<file path="config.mk">
export PLATFORM = sky130hd
export DESIGN_NAME = mmio_uart_tx_flat
export DESIGN_NICKNAME = d
export VERILOG_FILES = /design/src/rtl/mmio_uart_tx_pkg.sv /design/src/rtl/mmio_uart_tx_if.sv /design/src/rtl/mmio_uart_tx_fifo.sv /design/src/rtl/mmio_uart_tx.sv /design/src/flat_wrapper.sv
export SDC_FILE = /design/constraint.sdc
export NUM_CORES = 1
export LEC_CHECK = 0
export ABC_AREA = 1
export BUFFER_PORTS_ARGS = -buffer_cell sky130_fd_sc_hd__buf_4
export CORE_UTILIZATION = 47
export CTS_CLUSTER_DIAMETER = 120
export DETAILED_ROUTE_END_ITERATION = 7
export HOLD_SLACK_MARGIN = 0.06
export PLACE_DENSITY = 0.87
export SYNTH_ARGS = -nofsm -noshare
export SYNTH_HDL_FRONTEND = slang
export SYNTH_HIERARCHICAL = 1
export SYNTH_SLANG_ARGS = --single-unit
export TNS_END_PERCENT = 20
</file>
<file path="constraint.sdc">
create_clock -name clk -period 2.6 [get_ports clk]
set_input_delay 0.52 -clock clk [delete_from_list [all_inputs] [get_ports clk]]
set_output_delay 0.52 -clock clk [all_outputs]
set_load 0.02 [all_outputs]
</file>
<file path="src/rtl/mmio_uart_tx_pkg.sv">
// rtl/mmio_uart_tx_pkg.sv - shared types and constants for the MMIO UART transmitter
// Purpose: FSM state enum, register offsets relative to UART_ADDR, and STATUS bit indices.
// Optional feature macro: UART_PARITY_EN adds the PARITY state between DATA and STOP.
// Ports: none (package).
package mmio_uart_tx_pkg;

  typedef enum logic [2:0] {
    S_IDLE,
    S_START,
    S_DATA,
`ifdef UART_PARITY_EN
    S_PARITY,
`endif
    S_STOP
  } uart_state_e;

  // Register offsets from UART_ADDR.
  localparam logic [31:0] TXDATA_OFS = 32'd0;
  localparam logic [31:0] CTRL_OFS   = 32'd4;

  // STATUS word bit positions.
  localparam int ST_BUSY  = 0;
  localparam int ST_EMPTY = 1;
  localparam int ST_FULL  = 2;
  localparam int ST_OVF   = 3;

endpackage

</file>
<file path="src/rtl/mmio_uart_tx_if.sv">
// rtl/mmio_uart_tx_if.sv - data-side store bus snooped by the UART transmitter
// Purpose: groups the core's store address, store data and store strobe.
// Signals:
//   dataadr   [31:0]  store byte address (ALU output)
//   writedata [31:0]  store data
//   memwrite          store strobe, sampled at rising clk
// Modports: master (core side drives), slave (UART side listens).
interface mmio_uart_tx_if;

  logic [31:0] dataadr;
  logic [31:0] writedata;
  logic        memwrite;

  modport master (output dataadr, output writedata, output memwrite);
  modport slave  (input  dataadr, input  writedata, input  memwrite);

endinterface

</file>
<file path="src/rtl/mmio_uart_tx_fifo.sv">
// rtl/mmio_uart_tx_fifo.sv - synchronous FIFO used as the UART transmit buffer
// Purpose: DEPTH-entry first-word-fall-through FIFO with registered full/empty flags.
// Ports:
//   clk, reset  clock and synchronous active-high reset (empties the FIFO)
//   push, din   write request and data; accepted when not full or when a pop happens at the same edge
//   pop, dout   read request and head-of-queue data (dout valid whenever empty=0)
//   full, empty registered occupancy flags
module sync_fifo #(
  parameter int WIDTH = 8,
  parameter int DEPTH = 4
) (
  input  logic             clk,
  input  logic             reset,
  input  logic             push,
  input  logic             pop,
  input  logic [WIDTH-1:0] din,
  output logic [WIDTH-1:0] dout,
  output logic             full,
  output logic             empty
);

  localparam int AW = $clog2(DEPTH);
  localparam logic [AW:0] CNT_FULL = (AW+1)'(DEPTH);

  logic [WIDTH-1:0] mem_q [DEPTH];
  logic [AW-1:0]    wr_q, rd_q;
  logic [AW:0]      cnt_q, cnt_d;
  logic             full_q, empty_q;
  logic             do_push, do_pop;

  assign do_pop  = pop && !empty_q;
  // A pop at the same edge frees the slot, so a full FIFO can still take a push.
  assign do_push = push && (!full_q || do_pop);

  always_comb begin
    cnt_d = cnt_q;
    case ({do_push, do_pop})
      2'b10:   cnt_d = cnt_q + 1'b1;
      2'b01:   cnt_d = cnt_q - 1'b1;
      default: cnt_d = cnt_q;
    endcase
  end

  // Pointers wrap naturally because DEPTH is a power of two.
  always_ff @(posedge clk) begin
    if (reset) begin
      wr_q    <= '0;
      rd_q    <= '0;
      cnt_q   <= '0;
      full_q  <= 1'b0;
      empty_q <= 1'b1;
    end else begin
      if (do_push) wr_q <= wr_q + 1'b1;
      if (do_pop)  rd_q <= rd_q + 1'b1;
      cnt_q   <= cnt_d;
      full_q  <= (cnt_d == CNT_FULL);
      empty_q <= (cnt_d == '0);
    end
  end

  always_ff @(posedge clk) begin
    if (do_push) mem_q[wr_q] <= din;
  end

  assign dout  = mem_q[rd_q];
  assign full  = full_q;
  assign empty = empty_q;

endmodule

</file>
<file path="src/rtl/mmio_uart_tx.sv">
// rtl/mmio_uart_tx.sv - memory-mapped UART transmitter snooping the core's store bus
// Purpose: stores to UART_ADDR queue a byte; stores to UART_ADDR+4 with bit0 set clear the
// sticky overflow flag. Queued bytes are sent LSB first as 8N1 frames on tx.
// Optional feature macro: UART_PARITY_EN inserts an even parity bit (8E1 frame).
// Ports:
//   clk, reset  clock and synchronous active-high reset
//   bus         store bus (slave modport): dataadr, writedata, memwrite
//   tx          serial output, idles high (registered)
//   busy        1 while a frame is being shifted (registered, state != IDLE)
//   status      {28'b0, overflow, fifo_full, fifo_empty, busy}, all flop outputs
module mmio_uart_tx
  import mmio_uart_tx_pkg::*;
#(
  parameter logic [31:0] UART_ADDR    = 32'h0000_00F0,
  parameter int          CLKS_PER_BIT = 16,
  parameter int          FIFO_DEPTH   = 4
) (
  input  logic                 clk,
  input  logic                 reset,
  mmio_uart_tx_if.slave        bus,
  output logic                 tx,
  output logic                 busy,
  output logic [31:0]          status
);

  localparam int CW = $clog2(CLKS_PER_BIT);
  localparam logic [CW-1:0] CNT_LAST = CW'(CLKS_PER_BIT - 1);

  uart_state_e   state_q, state_d;
  logic [CW-1:0] cnt_q, cnt_d;
  logic [2:0]    idx_q, idx_d;
  logic [7:0]    shift_q, shift_d;
  logic          par_q, par_d;
  logic          tx_q, tx_d;
  logic          busy_q, busy_d;
  logic          ovf_q, ovf_d;

  logic          push_req, ctrl_clr, drop, pop, bit_last;
  logic          fifo_full, fifo_empty;
  logic [7:0]    fifo_dout;
  logic          unused_wdata;

  // Exact word-address match; no byte-lane decode.
  assign push_req = bus.memwrite && (bus.dataadr == UART_ADDR + TXDATA_OFS);
  assign ctrl_clr = bus.memwrite && (bus.dataadr == UART_ADDR + CTRL_OFS) && bus.writedata[0];
  assign drop     = push_req && fifo_full && !pop;
  assign unused_wdata = ^bus.writedata[31:8];

  sync_fifo #(
    .WIDTH (8),
    .DEPTH (FIFO_DEPTH)
  ) u_fifo (
    .clk   (clk),
    .reset (reset),
    .push  (push_req),
    .pop   (pop),
    .din   (bus.writedata[7:0]),
    .dout  (fifo_dout),
    .full  (fifo_full),
    .empty (fifo_empty)
  );

  // A drop at the same edge as a clear wins, so software never misses an overflow.
  always_comb begin
    ovf_d = ovf_q;
    if (drop)          ovf_d = 1'b1;
    else if (ctrl_clr) ovf_d = 1'b0;
  end

  assign bit_last = (cnt_q == CNT_LAST);

  always_comb begin
    state_d = state_q;
    cnt_d   = cnt_q;
    idx_d   = idx_q;
    shift_d = shift_q;
    par_d   = par_q;
    pop     = 1'b0;
    case (state_q)
      S_IDLE: begin
        if (!fifo_empty) begin
          pop     = 1'b1;
          shift_d = fifo_dout;
          par_d   = ^fifo_dout;
          cnt_d   = '0;
          state_d = S_START;
        end
      end
      S_START: begin
        if (bit_last) begin
          cnt_d   = '0;
          idx_d   = '0;
          state_d = S_DATA;
        end else begin
          cnt_d = cnt_q + 1'b1;
        end
      end
      S_DATA: begin
        if (bit_last) begin
          cnt_d = '0;
          if (idx_q == 3'd7) begin
`ifdef UART_PARITY_EN
            state_d = S_PARITY;
`else
            state_d = S_STOP;
`endif
          end else begin
            idx_d   = idx_q + 1'b1;
            shift_d = {1'b0, shift_q[7:1]};
          end
        end else begin
          cnt_d = cnt_q + 1'b1;
        end
      end
`ifdef UART_PARITY_EN
      S_PARITY: begin
        if (bit_last) begin
          cnt_d   = '0;
          state_d = S_STOP;
        end else begin
          cnt_d = cnt_q + 1'b1;
        end
      end
`endif
      S_STOP: begin
        if (bit_last) begin
          cnt_d = '0;
          // Back-to-back frames: load the next byte straight into START.
          if (!fifo_empty) begin
            pop     = 1'b1;
            shift_d = fifo_dout;
            par_d   = ^fifo_dout;
            state_d = S_START;
          end else begin
            state_d = S_IDLE;
          end
        end else begin
          cnt_d = cnt_q + 1'b1;
        end
      end
      default: begin
        state_d = S_IDLE;
        cnt_d   = '0;
      end
    endcase
  end

  // tx and busy are derived from next state so they flip on the same edge as the state.
  always_comb begin
    tx_d = 1'b1;
    case (state_d)
      S_START:  tx_d = 1'b0;
      S_DATA:   tx_d = shift_d[0];
`ifdef UART_PARITY_EN
      S_PARITY: tx_d = par_d;
`endif
      default:  tx_d = 1'b1;
    endcase
    busy_d = (state_d != S_IDLE);
  end

  always_ff @(posedge clk) begin
    if (reset) begin
      state_q <= S_IDLE;
      cnt_q   <= '0;
      idx_q   <= '0;
      shift_q <= '0;
      par_q   <= 1'b0;
      tx_q    <= 1'b1;
      busy_q  <= 1'b0;
      ovf_q   <= 1'b0;
    end else begin
      state_q <= state_d;
      cnt_q   <= cnt_d;
      idx_q   <= idx_d;
      shift_q <= shift_d;
      par_q   <= par_d;
      tx_q    <= tx_d;
      busy_q  <= busy_d;
      ovf_q   <= ovf_d;
    end
  end

  assign tx   = tx_q;
  assign busy = busy_q;

  always_comb begin
    status           = '0;
    status[ST_BUSY]  = busy_q;
    status[ST_EMPTY] = fifo_empty;
    status[ST_FULL]  = fifo_full;
    status[ST_OVF]   = ovf_q;
  end

endmodule
</file>
<file path="src/flat_wrapper.sv">
// flat-port wrapper written by rule: the top's interface ports become plain ports
module mmio_uart_tx_flat import mmio_uart_tx_pkg::*;
#(
  parameter logic [31:0] UART_ADDR    = 32'h0000_00F0,
  parameter int          CLKS_PER_BIT = 16,
  parameter int          FIFO_DEPTH   = 4
)
  (clk, reset, tx, busy, status, bus_dataadr, bus_writedata, bus_memwrite);
  mmio_uart_tx_if bus_i ();
  input  logic clk;
  input  logic reset;
  output logic tx;
  output logic busy;
  output logic [31:0] status;
  input wire logic [$bits(bus_i.dataadr)-1:0] bus_dataadr;
  input wire logic [$bits(bus_i.writedata)-1:0] bus_writedata;
  input wire logic [$bits(bus_i.memwrite)-1:0] bus_memwrite;
  assign bus_i.dataadr = bus_dataadr;
  assign bus_i.writedata = bus_writedata;
  assign bus_i.memwrite = bus_memwrite;
  mmio_uart_tx #(.UART_ADDR(UART_ADDR), .CLKS_PER_BIT(CLKS_PER_BIT), .FIFO_DEPTH(FIFO_DEPTH)) u_core (.clk(clk), .reset(reset), .bus(bus_i), .tx(tx), .busy(busy), .status(status));
endmodule
</file>
# Word-level counts from Yosys, hierarchy flattened
# Memory sizes are Yosys's and may differ from the RTL's. A register that Yosys moved wholly into a read port is not among the register bits.
# Cells that the tools add are included.
# W data, S select, Z words.
[op_classes]
muxes = 30
addsub = 6
n_eq_ne = 17
n_reduce_logical = 20
[ops]
columns = ["op", "n"]
rows = [
  ["$eq A32 B8 Y1 const B", 2],
  ["$mux W8", 4],
  ["$mux W3", 8],
  ["$pmux W8 S3", 1],
  ["$pmux W3 S2", 2],
  ["$pmux W3 S4", 1],
  ["$eq A3 B2 Y1 const B", 3],
  ["$mux W4", 2],
  ["$pmux W4 S2", 1],
  ["$reduce_and A4 Y1", 2],
  ["$logic_and A1 B1 Y1", 7],
  ["$mux W1", 7],
  ["$add A3 B1 Y3 const B", 2],
  ["$eq A3 B1 Y1 const B", 2],
  ["$eq A3 B3 Y1 const B", 2],
  ["$logic_not A3 Y1", 2],
  ["$ne A2 B1 Y1 const B", 3],
  ["$reduce_bool A3 Y1", 2],
  ["$add A2 B1 Y2 const B", 2],
  ["$add A4 B1 Y4 const B", 1],
  ["$eq A4 B4 Y1 const B", 1],
  ["$mux W2", 2],
  ["$ne A2 B2 Y1 const B", 2],
  ["$pmux W1 S2", 2],
  ["other kinds (7)", 10],
]
[word_totals]
output_inout_bits = 34
ram_bits = 32
in_bits = 67
ff_bits = 30
n_memories = 1
[mem_list]
columns = ["memory", "depth", "word_bits", "rd", "rd_ports_with_merged_regs", "wr", "line", "source"]
rows = [
  ["u_core.u_fifo.mem_q", 4, 8, 1, 1, 1, "mmio_uart_tx_fifo.sv:25", "logic [WIDTH-1:0] mem_q [DEPTH];"],
]

# Longest topological paths before layout
# Gate-level depths: netlist of run 1.
[logic_depth]
ltp_word = 9
ltp_mapped = 18
mapped_depth_nobuf = 18

# Modules after synthesis
# The synthesis of run 1 kept the hierarchy.
[by_module_without_submodules]
columns = ["module", "instances", "area_each_um2", "cells_per_inst"]
rows = [
  ["sync_fifo", 1, 1726.7, 147],
  ["mmio_uart_tx", 1, 1627.8, 253],
]

# Worst setup path after synthesis of run 1
# OpenSTA, ideal clock, no wires.
[synth_path]
kind = "flip-flop to flip-flop"
start = "register u_core.cnt_q[0]"
end = "register u_core.u_fifo.empty_q, in the netlist u_core/u_fifo/empty"
path_buffers = 0
path_stages_with_launch = 16
arrival_time_ns = 2.340
required_time_ns = 2.486
period_less_slack_ns = 2.454
slack_ns = 0.146
path_cell_list = "dfxtp_1 ha_1 nand3_4 clkinv_2 nand3_1 nand2_2 nand2_1 a21boi_2 inv_1 ha_1 inv_1 fa_1 o21ai_0 a21oi_1 nand3_1 nand2_1"
[synth_via]
elab_chain_cells = 9
word_cells_on_any_way = 10
[synth_rtl]
columns = ["item", "line", "source"]
rows = [
  ["start, declared", "mmio_uart_tx.sv:30", "logic [CW-1:0] cnt_q, cnt_d;"],
  ["start signal, assigned", "mmio_uart_tx.sv:174", "cnt_q <= cnt_d;"],
  ["$eq A4 B4 Y1 *", "mmio_uart_tx.sv:70", "assign bit_last = (cnt_q == CNT_LAST);"],
  ["$mux W1 *", "mmio_uart_tx.sv:126", "if (bit_last) begin"],
  ["$pmux W1 S2 *", "mmio_uart_tx.sv:79", "case (state_q)"],
  ["named net u_core.pop", "mmio_uart_tx.sv:38", "logic push_req, ctrl_clr, drop, pop, bit_last;"],
  ["$logic_and A1 B1 Y1 *", "mmio_uart_tx_fifo.sv:31", "assign do_pop = pop && !empty_q;"],
  ["$logic_or A1 B1 Y1", "mmio_uart_tx_fifo.sv:33", "assign do_push = push && (!full_q || do_pop);"],
  ["$logic_and A1 B1 Y1", "mmio_uart_tx_fifo.sv:33", ""],
  ["$eq A2 B1 Y1 / $eq A2 B2 Y1 (equally long branches)", "mmio_uart_tx_fifo.sv:37", "case ({do_push, do_pop})"],
  ["$pmux W3 S2 *", "mmio_uart_tx_fifo.sv:37", ""],
  ["$logic_not A3 Y1 *", "mmio_uart_tx_fifo.sv:57", "empty_q <= (cnt_d == '0);"],
  ["end signal, assigned", "mmio_uart_tx_fifo.sv:57", ""],
  ["end, declared", "mmio_uart_tx_fifo.sv:28", "logic full_q, empty_q;"],
]
# The timed path passes the listed nets; every way through them passes the cells marked *.
# A chain may end at the register's enable or synchronous reset.

# Worst setup path in the final report of run 1
# Same ends and word-level chain as after synthesis.

==> impl_metrics.yaml, run 1 <==
status:
  status: "finished clean"
die:
  die-area_um2: 7479
  die_y_um: 86.48
  start_util: 0.4910
  fp.dieW_um: 86.48
  ios: 101
  rows: 30
  coreArea_um2: 6832
sta:
  fmax_mhz: 416.8
  period_minus_slack_ns: 2.399
  tightest_slew_ns: 0.5955
  slew_viol_final: 0
  post-route-period-util: 0.9229
  clock_skew_ns: 0.008923
  holdWs_ns: 0.3807
  setup-violations-final: 0
  fin_ws_ns: 0.2005
  hold_viol: 0
  tns_ns: 0
  relSlewSlack: 0.6024
clock_tree:
  cts_tree: "done"
  clk_pin_slew_ns: 0.07
  cts_hold_buf: 0
  cts.root.buffer_cell: "clkbuf_8"
  cts_buffer_depth: 2
  clock_latency_ns: 0.34
  cts_inserted_buffers: 9
  cts_sinks: 64
  htree_levels: 3
place:
  pre_cts_slack_ns: -0.05210
  dp_cells: 544
  hpwl_um: 4785
  place_congestion: 0.8517
  io_buffers: 48
yosys:
  synth_common_cells: "75 x nor2_1, 54 x nand2_1, 34 x inv_1"
  synth_compound_area_frac: 0.09549
  syn_inst: 400
  synthMuxAreaShare: 0
  synth_area_um2: 3354
  ys_types: 39
  syn_avg_cell_area_um2: 8.386
  yosys.area.top_type_share: 0.2865
  synthAdderAreaFrac: 0.03581
  synth_largest_area_cell: "edfxtp_1"
  synth_top_family_by_area: "simple AND/OR/NAND/NOR gates"
  yosys_warnings: 6
  async_flop_share: 0
  synth-main-ff-cell: "edfxtp_1"
  ys_ff_latch: 64
  ys_seq_area_frac: 0.4774
  synth_edf_count: 32
  synth_xor_area_frac: 0.005222
  synthTopCellsByArea: "edfxtp_1 29%, dfxtp_1 19%, nor2_1 8.4%"
  yosys.area_share.simple: 0.2492
  yosysMostFrequentCell: "nor2_1"
pwr:
  p_per_area_nw_per_um2: 482.2
  switchingPower_mw: 0.4454
  pwr-share-comb: 0.061
  totalPowerFinal_mw: 1.892
  ir_drop_mv: 0.2382
  p_int_mw: 1.446
  p_seq_frac: 0.560
  clock_power_share: 0.379
  switching_share: 0.2354
  power.leakage_nw: 1.694
global_routing:
  grt_start_max_net_pins: 24
  grt_pass1_wl_um: 11230
  antenna_found_initial: 0
  grt_pass1_vias: 2660
  grt-ovfl-total: 0
  grt_use_total: 0.1959
detailed_routing:
  wl_met2_um: 3574
  routed-wl-met3_um: 405
  first_iter_violations: 239
  vias: 2791
  wirelength_um: 6775
  drt-vias-per-instance: 4.984
  routedWlPerCell_um: 12.10
  routed.top_layer: "met4"
  drc_errors: 0
  wl_met1_um: 2584
  ant_nets: 0
  drt_pass1_iterations: 5
setup_path:
  cp-start-kind: "register"
  end_kind: "register"
  required_ns: 2.83
  worstSetupPathType: "reg -> reg"
  crit_fanout: 6
  r2r_end: "u_core/u_fifo/empty$_SDFF_PP1_"
  r2r_start: "u_core/cnt_q[0]$_SDFFE_PP0P_"
  reg2reg_slack_ns: 0.20
  rr_worst_depth: 15
  crit_arrival_ns: 2.63
hold_path:
  hp-class: "in -> reg"
  min_from: "bus_writedata[4]"
  hold_path_end: "u_core/u_fifo/mem_q[0][4]$_DFFE_PP_"
  min_delay_path_depth: 1
layout:
  drive_gt1_frac: 0.2263
  fin_nets: 535
  area_growth_pct: 16.97
  final_cells: 560
  fillers: 591
  antenna_cells: 0
flow_run:
  maxCapViolCount: 0
## registers in the layout (all words and copies together), names as in the netlist, named ones only
signal / flops
u_core/shift_q: 8
u_core/tx: 1
u_core/u_fifo/empty: 1
u_core/u_fifo/cnt_q: 3
u_core/ovf_q: 1
u_core/u_fifo/wr_q: 2
u_core/busy: 1
u_core/u_fifo/mem_q: 32
u_core/cnt_q: 4
u_core/idx_q: 3
u_core/state_q: 3
u_core/u_fifo/full: 1
u_core/u_fifo/rd_q: 2
## repair_timing
item                       4_1_cts  5_1_grt
resized for setup                0       10
hold endpoints to repair         0        0
buffers inserted                 0        0
setup endpoints to repair        0        4
## worst max-delay path by stage
stage / from / endpoint / slack, ns / cells past startpoint
after floorplan: u_core/cnt_q[0]$_SDFFE_PP0P_ / u_core/u_fifo/empty$_SDFF_PP1_ / 0.15 / 15
final: u_core/cnt_q[0]$_SDFFE_PP0P_ / u_core/u_fifo/empty$_SDFF_PP1_ / 0.20 / 15
after global routing: u_core/cnt_q[0]$_SDFFE_PP0P_ / u_core/u_fifo/full$_SDFF_PP0_ / -0.01 / 18
after detailed placement: bus_dataadr[9] / u_core/u_fifo/empty$_SDFF_PP1_ / -0.05 / 15
after CTS: u_core/cnt_q[0]$_SDFFE_PP0P_ / u_core/u_fifo/empty$_SDFF_PP1_ / 0.02 / 15
after global placement: bus_dataadr[11] / u_core/u_fifo/empty$_SDFF_PP1_ / -0.06 / 15
## cell usage in the layout (no fill, tap or decap), types with 3 or more instances in the layout
master	n
nor2_1	74
buf_4	59
nand2_1	54
inv_1	33
edfxtp_1	32
nand3_1	30
conb_1	29
dfxtp_1	29
o21ai_0	20
a21oi_1	19
clkbuf_8	9
nand4_1	8
o22ai_1	8
ha_1	7
inv_2	5
nor2_2	4
nand2_2	4
o21ai_2	4
clkinvlp_4	3
nor3_1	3
dfxtp_2	3
## metal layers
layer	GRT usage	up-vias
met5	0	-
met4	0.1136	0
met3	0.03905	17
met2	0.3658	130
met1	0.2031	1264
li1	-	1380
## logic make-up after synthesis
logic type / after synthesis
compound gates: 57
fa+ha+maj: 9
simple gates: 187
flops: 64
other cells: 1
xor+xnor: 2
buf+inv: 80
## layout make-up
type,instances,area [µm²],area share
clock buffers,9,123.9,0.03157
flip-flops and latches,64,1605,0.4091
inverters,41,157.7,0.04018
well taps,96,120.1,0.03061
multi-input cells,284,1425,0.3632
clock inverters,7,48.80,0.01244
repair buffers,59,442.9,0.1129
## power groups by stage
stage                     sequential, mW  clock [mW]  combinational [mW]
after CTS                           1.06       0.735               0.115
after floorplan                     1.08           0              0.0888
after global placement              1.08           0               0.113
final                               1.06       0.717               0.116
after global routing                1.06       0.779               0.128
after detailed placement            1.08           0               0.115
## worst max-delay path, cell delays in order, from the launching register on
cell and delay (ns):
dfxtp_2 0.39, ha_4 0.17, nand3_4 0.11, clkinv_2 0.07
nand3_1 0.08, nand2_2 0.08, nand2_1 0.09, a21boi_2 0.14
inv_1 0.07, ha_1 0.22, inv_1 0.09, fa_1 0.44
o21ai_2 0.16, a21oi_2 0.06, nand3_1 0.07, nand2_1 0.05
## metrics by stage
stage,cell area [µm²],utilization
floorplan,3460,-
CTS,3897,0.5705
global route,3924,0.5744
detailed placement,3725,0.5452
global placement,3725,0.5452
finish,3924,0.5744
Note: power is estimated with default switching activity, not from simulation.
==> inputs of run 2 (changes only) <==
--- a/config.mk
+++ b/config.mk
@@ -7,13 +7,12 @@
 export LEC_CHECK = 0
 export ABC_AREA = 1
 export BUFFER_PORTS_ARGS = -buffer_cell sky130_fd_sc_hd__buf_4
-export CORE_UTILIZATION = 47
+export CORE_UTILIZATION = 46
 export CTS_CLUSTER_DIAMETER = 120
 export DETAILED_ROUTE_END_ITERATION = 7
 export HOLD_SLACK_MARGIN = 0.06
-export PLACE_DENSITY = 0.87
+export PLACE_DENSITY = 0.86
 export SYNTH_ARGS = -nofsm -noshare
 export SYNTH_HDL_FRONTEND = slang
-export SYNTH_HIERARCHICAL = 1
 export SYNTH_SLANG_ARGS = --single-unit
 export TNS_END_PERCENT = 20
==> impl_metrics.yaml, run 2 <==
status:
  status: "finished clean"
clock_tree:
  cts_inserted_buffers: 9
  cts_buffer_depth: 2
  cts_sinks: 64
  cts.root.buffer_cell: "clkbuf_8"
  clk_pin_slew_ns: 0.08
  cts_tree: "done"
  htree_levels: 3
  clock_latency_ns: 0.35
global_routing:
  grt_start_max_net_pins: 18
  grt_pass1_wl_um: 10120
  grt-ovfl-total: 0
  antenna_found_initial: 0
  grt_use_total: 0.1769
  grt_pass1_vias: 2451
yosys:
  ys_ff_latch: 64
  syn_avg_cell_area_um2: 8.471
  synth_xor_area_frac: 0.008015
  synth-main-ff-cell: "edfxtp_1"
  ys_types: 37
  yosysMostFrequentCell: "nor2_1"
  synthMuxAreaShare: 0.003053
  synth_common_cells: "82 x nor2_1, 46 x nand2_1, 38 x o21ai_0"
  synth_largest_area_cell: "edfxtp_1"
  yosys.area.top_type_share: 0.2931
  syn_inst: 387
  synth_edf_count: 32
  synth_area_um2: 3278
  synth_compound_area_frac: 0.1221
  synthAdderAreaFrac: 0.03664
  ys_seq_area_frac: 0.4885
  yosys_warnings: 0
  yosys.area_share.simple: 0.2202
  synthTopCellsByArea: "edfxtp_1 29%, dfxtp_1 20%, nor2_1 9.4%"
  synth_top_family_by_area: "simple AND/OR/NAND/NOR gates"
  async_flop_share: 0
sta:
  fin_ws_ns: 0.1802
  tns_ns: 0
  setup-violations-final: 0
  post-route-period-util: 0.9307
  slew_viol_final: 0
  fmax_mhz: 413.3
  clock_skew_ns: 0.008159
  period_minus_slack_ns: 2.420
  rsz0062_at_grt: "no"
  hold_viol: 0
layout:
  top_register: "u_core.u_fifo.mem_q"
  final_cells: 544
  largestRegisters: "u_core.u_fifo.mem_q (32), u_core.shift_q (8), u_core.cnt_q (4)"
  design_area_um2: 3866
  area_growth_pct: 17.94
  antenna_cells: 0
  mostFrequentLayoutCells: "81 x nor2_1, 57 x buf_4, 46 x nand2_1"
  largest_register_ffs: 32
  fin_nets: 519
  final_common_cell: "nor2_1"
  drive_gt1_frac: 0.2188
detailed_routing:
  wirelength_um: 6225
  drt-vias-per-instance: 4.858
  routedWlPerCell_um: 11.44
  first_iter_violations: 155
  vias: 2643
  drc_errors: 0
  drt_pass1_iterations: 4
  ant_nets: 0
setup_path:
  cp-start-kind: "register"
  required_ns: 2.88
  crit_arrival_ns: 2.70
  rr_worst_depth: 13
  worstSetupPathType: "reg -> reg"
  r2r_end: "u_core.u_fifo.full$_SDFF_PP0_"
  end_kind: "register"
  crit_fanout: 6
  reg2reg_slack_ns: 0.18
  r2r_start: "u_core.cnt_q[0]$_SDFFE_PP0P_"
place:
  io_buffers: 48
  dpl_cell_area_um2: 3650
  place_congestion: 0.8559
  dp_cells: 528
  pre_cts_slack_ns: -0.02186
  hpwl_um: 4491
pwr:
  power.leakage_nw: 1.591
  totalPowerFinal_mw: 2.083
  p_per_area_nw_per_um2: 538.7
  ir_drop_mv: 0.4056
hold_path:
  hold_path_end: "u_core.u_fifo.mem_q[2][3]$_DFFE_PP_"
  min_from: "bus_writedata[3]"
  min_delay_path_depth: 1
  hp-class: "in -> reg"
die:
  coreArea_um2: 6832
  fp.dieW_um: 86.42
  ios: 101
  start_util: 0.4799
  rows: 30
  die-area_um2: 7468
  die_y_um: 86.42
flow_run:
  maxCapViolCount: 0
run 2: changes by cell type in the layout (fill, tap and decap cells not counted), moves of 3 or more:
cell and delta:
nor2_1 +7, nand4_1 -5, o22ai_1 -8, inv_1 -8, o21ai_2 -4, nand2_1 -8, a21oi_1 +6, o21ai_0 +18
nand3_1 -16, inv_6 +3
run 2: stage by stage:
stage	hold WS (ns)	utilization
4_1_cts	0.3546	0.5637
3_3_place_gp	0.4573	0.5342
5_1_grt	0.3502	0.5659
6_report	0.3664	0.5659
2_1_floorplan	0.4475	-
3_5_place_dp	0.4695	0.5342
run 2: final cells by class:
class	count	area, µm²
Clock buffer	9	123.9
Clock inverter	7	77.57
Fill cell	607	2965
Inverter	30	112.6
Multi-Input combinational cell	281	1400
Sequential cell	64	1604
Tap cell	96	120.1
Timing Repair Buffer	57	427.9
run 2: critical path, stage by stage, from the launching register on:
cell and delay [ns]:
dfxtp_2 0.36, ha_2 0.21, nand3_2 0.10, nor2_2 0.13, nand2_2 0.11, nand3_4 0.11
nand2_1 0.09, ha_2 0.21, fa_1 0.38, a21oi_1 0.13, o21ai_0 0.11, xnor2_1 0.22
nand2_1 0.10, nor2_1 0.11
run 2: routing by layer:
metal,global-route usage,wire [µm],vias up
li1,-,-,1327
met1,0.1880,2468,1202
met2,0.3290,3282,105
met3,0.04667,357,9
met4,0.07576,118,0
met5,0,0,-
run 2: how the worst max path moves through the flow:
stage | start | endpoint | slack (ns) | cells past startpoint
6_report | u_core.cnt_q[0]$_SDFFE_PP0P_ | u_core.u_fifo.full$_SDFF_PP0_ | 0.18 | 13
3_5_place_dp | bus_dataadr[9] | u_core.u_fifo.full$_SDFF_PP0_ | -0.02 | 14
4_1_cts | u_core.cnt_q[0]$_SDFFE_PP0P_ | u_core.u_fifo.full$_SDFF_PP0_ | 0.12 | 13
3_3_place_gp | bus_dataadr[3] | u_core.u_fifo.empty$_SDFF_PP1_ | 0.09 | 12
5_1_grt | u_core.cnt_q[0]$_SDFFE_PP0P_ | u_core.u_fifo.full$_SDFF_PP0_ | 0.01 | 13
2_1_floorplan | bus_dataadr[3] | u_core.u_fifo.full$_SDFF_PP0_ | 0.20 | 12
run 2: what timing repair did:
| item | 4_1_cts | 5_1_grt |
|---|---|---|
| gates resized for setup | 0 | 6 |
| hold endpoints to repair | 0 | 0 |
| hold buffers | 0 | 0 |
| setup buffers | 0 | 0 |
| setup endpoints to repair | 0 | 3 |
run 2: kinds of logic after synthesis:
group / count (synthesis)
other: 1
AND/OR/NAND/NOR: 165
adder cells (fa/ha/maj): 9
buffers and inverters: 70
XOR/XNOR: 3
AO/OA/AOI/OAI: 74
flip-flops: 64
multiplexers: 1
run 2: where the power goes:
part	switching (mW)	total, mW	internal [mW]
logic	0.0869	0.145	0.0578
clock network	0.418	0.870	0.452
registers	0.00522	1.07	1.06
total	0.510	2.08	1.57
